--- config.mk ---
export PLATFORM = sky130hd
export DESIGN_NAME = conv55_window_gen
export DESIGN_NICKNAME = d
export VERILOG_FILES = /design/src/rtl/conv55_window_gen.sv
export SDC_FILE = /design/constraint.sdc
export NUM_CORES = 1
export LEC_CHECK = 0
export CAP_MARGIN = 20
export CELL_PAD_IN_SITES_DETAIL_PLACEMENT = 0
export CELL_PAD_IN_SITES_GLOBAL_PLACEMENT = 1
export CORE_ASPECT_RATIO = 1.25
export CORE_MARGIN = 2
export CORE_UTILIZATION = 51
export CTS_CLUSTER_SIZE = 16
export DETAILED_ROUTE_END_ITERATION = 8
export HOLD_SLACK_MARGIN = 0.12
export PLACE_DENSITY = 0.77
export SLEW_MARGIN = 20
export SYNTH_ARGS = -nofsm -noshare
export SYNTH_HDL_FRONTEND = slang
export SYNTH_SLANG_ARGS = --single-unit
--- constraint.sdc ---
create_clock -name clk -period 6.62 [get_ports clk]
set_clock_uncertainty 0.1 [all_clocks]
set_input_delay 1.655 -clock clk [delete_from_list [all_inputs] [get_ports clk]]
set_output_delay 1.655 -clock clk [all_outputs]
set_load 0.1 [all_outputs]
--- src/rtl/conv55_window_gen.sv ---
// conv55_window_gen: streaming 5x5 sliding-window generator.
// Takes one pixel per cycle in raster order and keeps four previous rows in
// line buffers. For every fully populated window it presents 25 pixels, row-major
// with row 0 the oldest, one cycle after the newest pixel is accepted.
module conv55_window_gen #(
    parameter int IMG_W  = 28,
    parameter int IMG_H  = 28,
    parameter int DATA_W = 6
) (
    input  logic              clk,
    input  logic              rst,
    input  logic              in_valid,
    input  logic              in_sof,
    input  logic [DATA_W-1:0] in_pixel,
    output logic [DATA_W-1:0] win_0,
    output logic [DATA_W-1:0] win_1,
    output logic [DATA_W-1:0] win_2,
    output logic [DATA_W-1:0] win_3,
    output logic [DATA_W-1:0] win_4,
    output logic [DATA_W-1:0] win_5,
    output logic [DATA_W-1:0] win_6,
    output logic [DATA_W-1:0] win_7,
    output logic [DATA_W-1:0] win_8,
    output logic [DATA_W-1:0] win_9,
    output logic [DATA_W-1:0] win_10,
    output logic [DATA_W-1:0] win_11,
    output logic [DATA_W-1:0] win_12,
    output logic [DATA_W-1:0] win_13,
    output logic [DATA_W-1:0] win_14,
    output logic [DATA_W-1:0] win_15,
    output logic [DATA_W-1:0] win_16,
    output logic [DATA_W-1:0] win_17,
    output logic [DATA_W-1:0] win_18,
    output logic [DATA_W-1:0] win_19,
    output logic [DATA_W-1:0] win_20,
    output logic [DATA_W-1:0] win_21,
    output logic [DATA_W-1:0] win_22,
    output logic [DATA_W-1:0] win_23,
    output logic [DATA_W-1:0] win_24,
    output logic              out_valid,
    output logic              frame_done
);

    function automatic int clogb2(input int value);
        int res;
        res = 0;
        while ((1 << res) < value) res = res + 1;
        return res;
    endfunction

    localparam int CW = clogb2(IMG_W) + 1;
    localparam int RW = clogb2(IMG_H) + 1;
    localparam int AW = clogb2(IMG_W);

    localparam logic [CW-1:0] COL_LAST = CW'(IMG_W - 1);
    localparam logic [RW-1:0] ROW_LAST = RW'(IMG_H - 1);
    localparam logic [CW-1:0] COL_MIN  = CW'(4);
    localparam logic [RW-1:0] ROW_MIN  = RW'(4);

    logic [CW-1:0]     col_q, col_d, pos_c;
    logic [RW-1:0]     row_q, row_d, pos_r;
    logic [AW-1:0]     col_idx;
    logic              out_valid_q, out_valid_d;
    logic              frame_done_q, frame_done_d;
    logic [DATA_W-1:0] win_q [25];
    logic [DATA_W-1:0] win_d [25];
    logic [DATA_W-1:0] new_col [5];
    logic [DATA_W-1:0] line_buf [4][IMG_W];

    // Position of the pixel on the input this cycle (sof forces the frame origin)
    // and the incoming right-hand window column read from the line buffers.
    always_comb begin
        pos_c      = in_sof ? '0 : col_q;
        pos_r      = in_sof ? '0 : row_q;
        col_idx    = pos_c[AW-1:0];
        new_col[0] = line_buf[3][col_idx];
        new_col[1] = line_buf[2][col_idx];
        new_col[2] = line_buf[1][col_idx];
        new_col[3] = line_buf[0][col_idx];
        new_col[4] = in_pixel;
    end

    // Next-state: counter advance, window shift and output strobes on acceptance.
    always_comb begin
        col_d        = col_q;
        row_d        = row_q;
        win_d        = win_q;
        out_valid_d  = 1'b0;
        frame_done_d = 1'b0;
        if (in_valid) begin
            if (pos_c == COL_LAST) begin
                col_d = '0;
                row_d = (pos_r == ROW_LAST) ? '0 : pos_r + 1'b1;
            end else begin
                col_d = pos_c + 1'b1;
                row_d = pos_r;
            end
            for (int unsigned i = 0; i < 5; i++) begin
                for (int unsigned j = 0; j < 4; j++) begin
                    win_d[5*i+j] = win_q[5*i+j+1];
                end
                win_d[5*i+4] = new_col[i];
            end
            out_valid_d  = (pos_r >= ROW_MIN) && (pos_c >= COL_MIN);
            frame_done_d = (pos_r == ROW_LAST) && (pos_c == COL_LAST);
        end
    end

    // State registers with synchronous reset.
    always_ff @(posedge clk) begin
        if (rst) begin
            col_q        <= '0;
            row_q        <= '0;
            out_valid_q  <= 1'b0;
            frame_done_q <= 1'b0;
            for (int unsigned k = 0; k < 25; k++) win_q[k] <= '0;
        end else begin
            col_q        <= col_d;
            row_q        <= row_d;
            out_valid_q  <= out_valid_d;
            frame_done_q <= frame_done_d;
            win_q        <= win_d;
        end
    end

    // Line buffers: each accepted pixel pushes its column one row down the chain
    // (reads above see the pre-write contents). Contents are never reset.
    always_ff @(posedge clk) begin
        if (!rst && in_valid) begin
            line_buf[0][col_idx] <= in_pixel;
            line_buf[1][col_idx] <= line_buf[0][col_idx];
            line_buf[2][col_idx] <= line_buf[1][col_idx];
            line_buf[3][col_idx] <= line_buf[2][col_idx];
        end
    end

    assign out_valid  = out_valid_q;
    assign frame_done = frame_done_q;
    assign win_0  = win_q[0];
    assign win_1  = win_q[1];
    assign win_2  = win_q[2];
    assign win_3  = win_q[3];
    assign win_4  = win_q[4];
    assign win_5  = win_q[5];
    assign win_6  = win_q[6];
    assign win_7  = win_q[7];
    assign win_8  = win_q[8];
    assign win_9  = win_q[9];
    assign win_10 = win_q[10];
    assign win_11 = win_q[11];
    assign win_12 = win_q[12];
    assign win_13 = win_q[13];
    assign win_14 = win_q[14];
    assign win_15 = win_q[15];
    assign win_16 = win_q[16];
    assign win_17 = win_q[17];
    assign win_18 = win_q[18];
    assign win_19 = win_q[19];
    assign win_20 = win_q[20];
    assign win_21 = win_q[21];
    assign win_22 = win_q[22];
    assign win_23 = win_q[23];
    assign win_24 = win_q[24];

endmodule

## Word level (Yosys, flattened, before mapping)

Memories as Yosys holds them, arrays and structs flattened.
Index checks and enable logic that the tools add are counted.

| storage, ports and cells | value |
|---|---|
| word-level logic and storage cells | 67 |
| memories | 1 |
| input bits | 10 |
| register bits after elaboration | 164 |
| output and inout bits | 152 |
| memory bits (writable) | 672 |

Memory list:

| name | depth | width | rd ports | clocked after memory_dff | wr ports | line | RTL |
|---|---|---|---|---|---|---|---|
| line_buf | 4 | 168 | 4 | 0 | 4 | 68 | `logic [DATA_W-1:0] line_buf [4][IMG_W];` |

| cells by class | value |
|---|---|
| muxes and demuxes | 21 |
| bitwise gates (word level) | 2 |
| $lt $le $gt $ge | 4 |
| add/subtract/negate cells | 2 |
| reductions and logical operators | 6 |
| eq/ne operators | 2 |

Operators by type and width:

| cell | count |
|---|---|
| $mux W168 | 1 |
| $bmux W6 S5 | 4 |
| $mux W6 | 14 |
| $demux W6 S5 | 1 |
| $add A6 B1 Y6 const B | 2 |
| $eq A6 B5 Y1 const B | 2 |
| $ge A6 B3 Y1 const B | 2 |
| $ge A6 B6 Y1 const B | 1 |
| $lt A6 B1 Y1 const B | 1 |
| $not A5 Y6 | 1 |
| $logic_and A1 B1 Y1 | 4 |
| $reduce_or A2 Y1 | 1 |
| $logic_not A1 Y1 | 1 |
| $mux W1 | 1 |
| $not A1 Y1 | 1 |

## Longest topological paths before layout

Gate-level depths: netlist of the first run.

| logic depth | value |
|---|---|
| depth in word-level cells | 7 |
| mapped depth | 9 |
| gate-level depth less buffers | 5 |

## Worst setup path after synthesis of the first run

No wires, ideal clock.

| path | value |
|---|---|
| path type | input-to-reg |
| from | input in_sof |
| to | memory line_buf[0][84] (netlist bit) (enable) |
| setup time | 0.466 ns |
| buffers on the path | 2 |
| data required time | 6.054 ns |
| setup slack | 1.277 ns |
| data arrival time | 4.777 ns |
| stages | 4 |
| cell sequence | buf_2 nand3b_1 clkbuf_1 nor4_1 |

RTL lines:

| item | line | RTL |
|---|---|---|
| start, declared | 13 | `input logic in_sof,` |
| end, declared | 68 |  |

==> results of run 1 <==
-- worst max-delay path, delay by kind of cell --
kind                   cells  cell delay (ns)
AO/OA/AOI/OAI              2             0.49
AND/OR/NAND/NOR            2             1.27
buffers and inverters      3             1.56
-- area by class of cell --
| type | instances | area [um^2] | share of cell area (%) |
|---|---|---|---|
| Inverter | 8 | 31.3 | 0.0827 |
| Multi-Input combinational cell | 1114 | 8470 | 22.4 |
| Timing Repair Buffer | 250 | 2350 | 6.20 |
| Tap cell | 840 | 1050 | 2.78 |
| Clock inverter | 42 | 288 | 0.760 |
| Clock buffer | 105 | 2180 | 5.77 |
| Antenna cell | 2 | 5.00 | 0.0132 |
| Sequential cell | 836 | 23500 | 62.0 |
-- path summary, 6_finish.rpt --
path | from | to | slack, ns
setup / recovery | in_sof | line_buf[3][61]$_DFFE_PP_ | 1.79
hold / removal | win_10[4]$_SDFFE_PP0P_ | win_10[4]$_SDFFE_PP0P_ | 0.39
setup reg to reg | col_q[0]$_SDFFE_PP0P_ | line_buf[3][61]$_DFFE_PP_ | 2.09
hold reg to reg | win_10[4]$_SDFFE_PP0P_ | win_10[4]$_SDFFE_PP0P_ | 0.39
-- power by group --
part	internal, mW	switching [mW]	total, mW
Combinational	0.202	0.555	0.757
Clock	2.44	1.91	4.36
Sequential	5.75	0.0475	5.80
-- Yosys cell counts (6+ instances only) --
cell / count / area (um^2)
edfxtp_1: 672 / 20200
mux2i_1: 246 / 2460
nor2_1: 197 / 739
dfxtp_1: 164 / 3280
a221oi_1: 83 / 727
buf_2: 71 / 355
a21oi_1: 63 / 315
a211oi_1: 62 / 465
clkbuf_1: 53 / 199
nand2_1: 47 / 176
o21ai_0: 33 / 165
mux2_2: 29 / 327
a22oi_1: 25 / 188
buf_4: 24 / 180
o22ai_1: 21 / 131
a221o_1: 20 / 200
a211o_1: 19 / 166
o221ai_1: 16 / 140
nor3_1: 15 / 75.1
nor2b_1: 14 / 87.6
nor3b_1: 14 / 105
a31oi_1: 13 / 81.3
and2_1: 13 / 81.3
nand3_1: 13 / 65.1
nand3b_1: 13 / 97.6
buf_1: 12 / 45.0
nor4_1: 12 / 75.1
or4_1: 10 / 75.1
a32oi_1: 9 / 78.8
mux4_2: 9 / 203
a22o_1: 8 / 70.1
a31o_1: 8 / 70.1
nand2b_1: 8 / 50.1
a21o_1: 6 / 45.0
a222oi_1: 6 / 60.1
a41oi_1: 6 / 52.6
inv_1: 6 / 22.5
-- metrics by stage --
step / instances / power, mW / setup slack, ns / hold slack (ns)
final: 3197 / 10.9 / 1.79 / 0.394
after global routing: 3195 / 11.2 / 1.78 / 0.427
after CTS: 3195 / 11.0 / 1.88 / 0.400
after detailed placement: 3048 / 6.66 / 1.33 / 0.384
after global placement: 3048 / 6.65 / 1.37 / 0.373
after floorplan: 2121 / 6.42 / 1.28 / 0.363
-- metal layers --
| layer | track usage (%) | up-vias | routed length, um |
|---|---|---|---|
| met5 | 0 | - | 13 |
| met4 | 14.2 | 2 | 4890 |
| met3 | 5.47 | 251 | 9040 |
| met2 | 45.5 | 1251 | 44600 |
| met1 | 36.3 | 10300 | 35000 |
| li1 | - | 8743 | - |
-- kinds of logic (layout without fill, tap and decap cells) --
kind of cell,Yosys count,count (layout)
mux,284,284
flops,836,836
other cells,0,2
compound gates,438,438
buf+inv,171,405
fa+ha+maj,1,1
simple gates,391,391
==> impl_metrics.csv, run 1 <==
group,metric,value,unit
clocking,hold_buffers,0,
clocking,cts_max_level,3,
detailed_routing,avgRoutedWirePerCell,29.3,um
timing,worst_slew_pin_slew,1.18,ns
final_layout,final_common_cell,"edfxtp_1",
timing,setup_viol,0,
clocking,root_buffer,"clkbuf_16",
timing,setup_tns,0,ns
timing,relSlewSlack,21.3,%
yosys,synth.net_count,2132,
clocking,cts.repair.resized,0,
detailed_routing,drtIter0Drc,2600,
detailed_routing,routed_wl,93500,um
detailed_routing,ant_nets,0,
yosys,ys_types,77,
detailed_routing,drc,0,
final_layout,area_delta_synth_final,16.1,%
yosys,yosysWarningCount,0,
die,io_pins,162,
worst_setup_path,reg2regPathDepth,7,
yosys,synth_xor_area_share,0,%
final_layout,largest_register_ffs,672,
detailed_routing,first_pass_iters,6,
yosys,async_flop_share,0,%
power,power_density,288,nW/um^2
final_layout,largest-register,"line_buf",
worst_setup_path,worst_setup_path_start_kind,"input pin",
die,core,63100,um^2
timing,post-route-min-period,4.83,ns
yosys,synth-seq-cells,836,
final_layout,fillers,4757,
clocking,clkSinkCount,836,
placed_design,portBuffers,161,
placed_design,placed_area,35400,um^2
placed_design,gp_congestion,0.875,
clocking,clock_path_buffers,3,
clocking,numCtsBuffers,79,
clocking,cts_setup_buffers,0,
timing,hold_viol_final,0,
grt,grtUsageTotal,28.1,%
die,initial_utilization,51.6,%
yosys,synth-seq-area-share,72.0,%
yosys,netlist_area,32600,um^2
yosys,syn_area_per_cell,15.4,um^2
worst_setup_path,path_class,"in2reg",
timing,grt_setup_unrepaired,"false",
clocking,clk_latency,0.63,ns
yosys,synth_compound_area_share,10.2,%
timing,slew_viol_final,0,
yosys,syn_inst,2121,
grt,grt_pass1_wl,135000,um
timing,fmax,0.207,GHz
die,die_w,230,um
grt,grt_max_degree,117,
yosys,synth_top_family_by_area,"compound AO/OA/AOI/OAI gates",
yosys,synth_mux_area_share,9.18,%
final_layout,design_area,37800,um^2
min_path,holdPathStages,2,
worst_setup_path,critPathMaxFanout,35,
grt,grt-ovfl-total,0,
detailed_routing,via_per_inst,6.41,
yosys,synthAdderAreaFrac,0.0384,%
final_layout,fin_nets,2300,
placed_design,dpl.hpwl,55100,um
worst_setup_path,endpoint_kind,"flop",
clocking,clk_pin_slew,0.06,ns
yosys,synth_top_flop_cell,"edfxtp_1",
grt,antenna_found_initial,2,
die,die_area,65900,um^2
worst_setup_path,arrival,5.00,ns
worst_setup_path,required,6.79,ns
die,die_h,287,um
worst_setup_path,worstPathCellList,"buf_2 -> buf_4 -> inv_1 -> nand2_1 -> a21oi_1 -> o221ai_1 -> and2_1",
yosys,synthSimpleGateAreaFrac,5.97,%
worst_setup_path,max_stage_delay,0.88,ns
power,ir_drop,205,uV
timing,min_period_over_period,73.0,%
grt,grt_pass1_vias,20000,
final_layout,layout_common_cells,"672 x edfxtp_1, 246 x mux2i_1, 177 x nor2_1, 162 x dfxtp_1, 154 x clkdlybuf4s50_1",
yosys,synth_edf_count,672,
clocking,cts_tree,"built",
min_path,hp-class,"reg2reg",
flow_run,cap_violations,0,
die,core.rowCount,103,
detailed_routing,num_vias,20500,
worst_setup_path,slowest_stage,"and2_1",
power,p_leak,12.4,nW
final_layout,finish.utilization,59.9,%
status,outcome,"finished clean",
final_layout,layout-drive-gt1-share,13.0,%
No activity file was read; power rests on OpenSTA's default activity.
==> inputs of run 2 (changes only) <==
CORE_UTILIZATION = 46   (was 51)
PLACE_DENSITY = 0.74   (was 0.77)
clock period = 4.1 ns   (was 6.62 ns; I/O delays follow)
==> run 2 against run 1 <==
Count of clock-buffer cells in the layout shrank 4. Design area grew 2.8%. Register-to-register slack lost 1.4 ns. Final cell count grew 4.8%. Setup slack lost 1.2 ns. Non-clock buffer count grew 59. Global-route usage shrank 2.2 points. Utilization shrank 4.7 points. Flip-flop and latch count is the same. Largest cell class unchanged. Largest power group unchanged.
==> impl_metrics.csv, run 2 (same netlist as run 1, synthesis figures left out) <==
group,metric,value,unit
status,outcome,"finished clean",
worst_setup_path,arrival,2.41,ns
placed_design,portBuffers,161,
worst_setup_path,path_class,"reg2out",
timing,hold_viol_final,0,
grt,grt_pass1_wl,138000,um
worst_setup_path,required,2.97,ns
timing,min_period_over_period,86.3,%
die,die_h,302,um
power,p_int,13.9,mW
timing,relSlewSlack,26.8,%
worst_setup_path,r2r-start,"col_q[3]$_SDFFE_PP0P_",
clocking,cts_setup_buffers,0,
worst_setup_path,max_stage_delay,1.21,ns
clocking,clk_pin_slew,0.06,ns
clocking,hold_buffers,0,
power,power_frac_comb,7.2,%
die,core.rowCount,109,
timing,setup_viol,0,
final_layout,layout-drive-gt1-share,15.6,%
timing,slew_viol_final,0,
grt,grt-ovfl-total,0,
flow_run,cap_violations,0,
clocking,cts_max_level,3,
clocking,root_buffer,"clkbuf_16",
worst_setup_path,startpoint,"win_19[2]$_SDFFE_PP0P_",
final_layout,largest_register_ffs,672,
final_layout,design_area,38900,um^2
timing,worst_slew_pin_slew,1.09,ns
worst_setup_path,endpoint_kind,"primary output",
worst_setup_path,worstPathCellList,"clkdlybuf4s50_1",
power,p_clk_share,40.7,%
final_layout,final_common_cell,"edfxtp_1",
detailed_routing,routed_wl,96100,um
detailed_routing,wl_met3,8840,um
clocking,cts_tree,"built",
final_layout,fillers,5549,
grt,antenna_found_initial,1,
clocking,clock_path_buffers,3,
timing,fmax,0.283,GHz
timing,setup_tns,0,ns
worst_setup_path,critPathMaxFanout,3,
timing,post-route-min-period,3.54,ns
timing,grt_setup_unrepaired,"false",
worst_setup_path,worst_setup_path_start_kind,"flop",
power,power_density,462,nW/um^2
worst_setup_path,crit_buf_inv,1,
detailed_routing,avgRoutedWirePerCell,28.7,um
placed_design,gp_congestion,0.885,
detailed_routing,via_per_inst,6.16,
final_layout,largest-register,"line_buf",
clocking,cts.repair.resized,0,
detailed_routing,drtIter0Drc,2436,
detailed_routing,highest_layer,"met5",
grt,grt_pass1_vias,20000,
final_layout,layout_common_cells,"672 x edfxtp_1, 246 x mux2i_1, 178 x nor2_1, 162 x dfxtp_1, 150 x clkdlybuf4s50_1",
min_path,min_from,"win_0[1]$_SDFFE_PP0P_",
power,p_sw,4.06,mW
die,die_w,242,um
placed_design,placed_area,36300,um^2
die,die_area,73000,um^2
worst_setup_path,slowest_stage,"clkdlybuf4s50_1",
die,initial_utilization,46.3,%
die,io_pins,162,
detailed_routing,drc,0,
worst_setup_path,critPathTopFamily,"buffers and inverters",
power,switching_share,22.6,%
detailed_routing,first_pass_iters,7,
power,seq_power_share,52.1,%
detailed_routing,num_vias,20600,
clocking,clk_latency,0.63,ns
clocking,numCtsBuffers,77,
die,core,70400,um^2
detailed_routing,ant_nets,0,
grt,grtUsageTotal,25.9,%
final_layout,area_delta_synth_final,19.4,%
detailed_routing,met2_length,46500,um
detailed_routing,met1_length,36700,um
power,p_leak,12.9,nW
clocking,clkSinkCount,836,
power,p_total,18.0,mW
placed_design,dpl.hpwl,58900,um
power,ir_drop,249,uV
grt,grt_max_degree,148,
min_path,hp-class,"reg2reg",
final_layout,fin_nets,2357,
## run 2: changes by cell type in the layout (fill, tap and decap cells not counted), sizes merged
cell	delta
buf	+63
bufinv	+5
clkbuf	-4
clkdlybuf4s50	-4
clkinv	-10
clkinvlp	+4
diode	-1
inv	-2
## run 2: path summary, 6_finish.rpt
kind	slack, ns	depth (start not counted)	end
worst max-delay path	0.56	1	win_19[2]
worst min-delay path	0.39	2	win_0[1]$_SDFFE_PP0P_
worst max register to register	0.64	7	line_buf[3][157]$_DFFE_PP_
worst min register to register	0.39	2	win_0[1]$_SDFFE_PP0P_
## run 2: power groups by stage
stage	combinational [mW]	sequential [mW]	clock, mW
global route	1.35	9.36	7.71
CTS	1.28	9.36	7.41
finish	1.29	9.36	7.32
detailed placement	1.28	9.54	0
floorplan	0.582	9.79	0
global placement	1.26	9.54	0
## run 2: per-layer routing
metal	vias to the layer above	global-route usage, %
li1	8854	-
met1	10400	32.8
met2	1188	43.5
met3	224	4.81
met4	2	11.7
met5	-	0
## run 2: stage by stage
stage	util, %	hold slack [ns]	instances	worst slack, ns
after floorplan	-	0.363	2121	-0.106
after global placement	51.6	0.371	3209	0.187
after detailed placement	51.6	0.378	3210	0.155
after CTS	55.3	0.395	3350	0.559
after global routing	55.3	0.419	3350	0.536
final	55.3	0.389	3351	0.563
## run 2: cell type report
type / count / area [um^2] / share of cell area (%)
tap: 943 / 1180 / 3.03
clock inverter: 39 / 402 / 1.03
timing repair buffer: 309 / 3140 / 8.06
sequential: 836 / 23500 / 60.3
clock buffer: 101 / 2180 / 5.60
inverter: 8 / 31.3 / 0.0804
multi-input combinational: 1114 / 8500 / 21.8
antenna: 1 / 2.50 / 0.00643
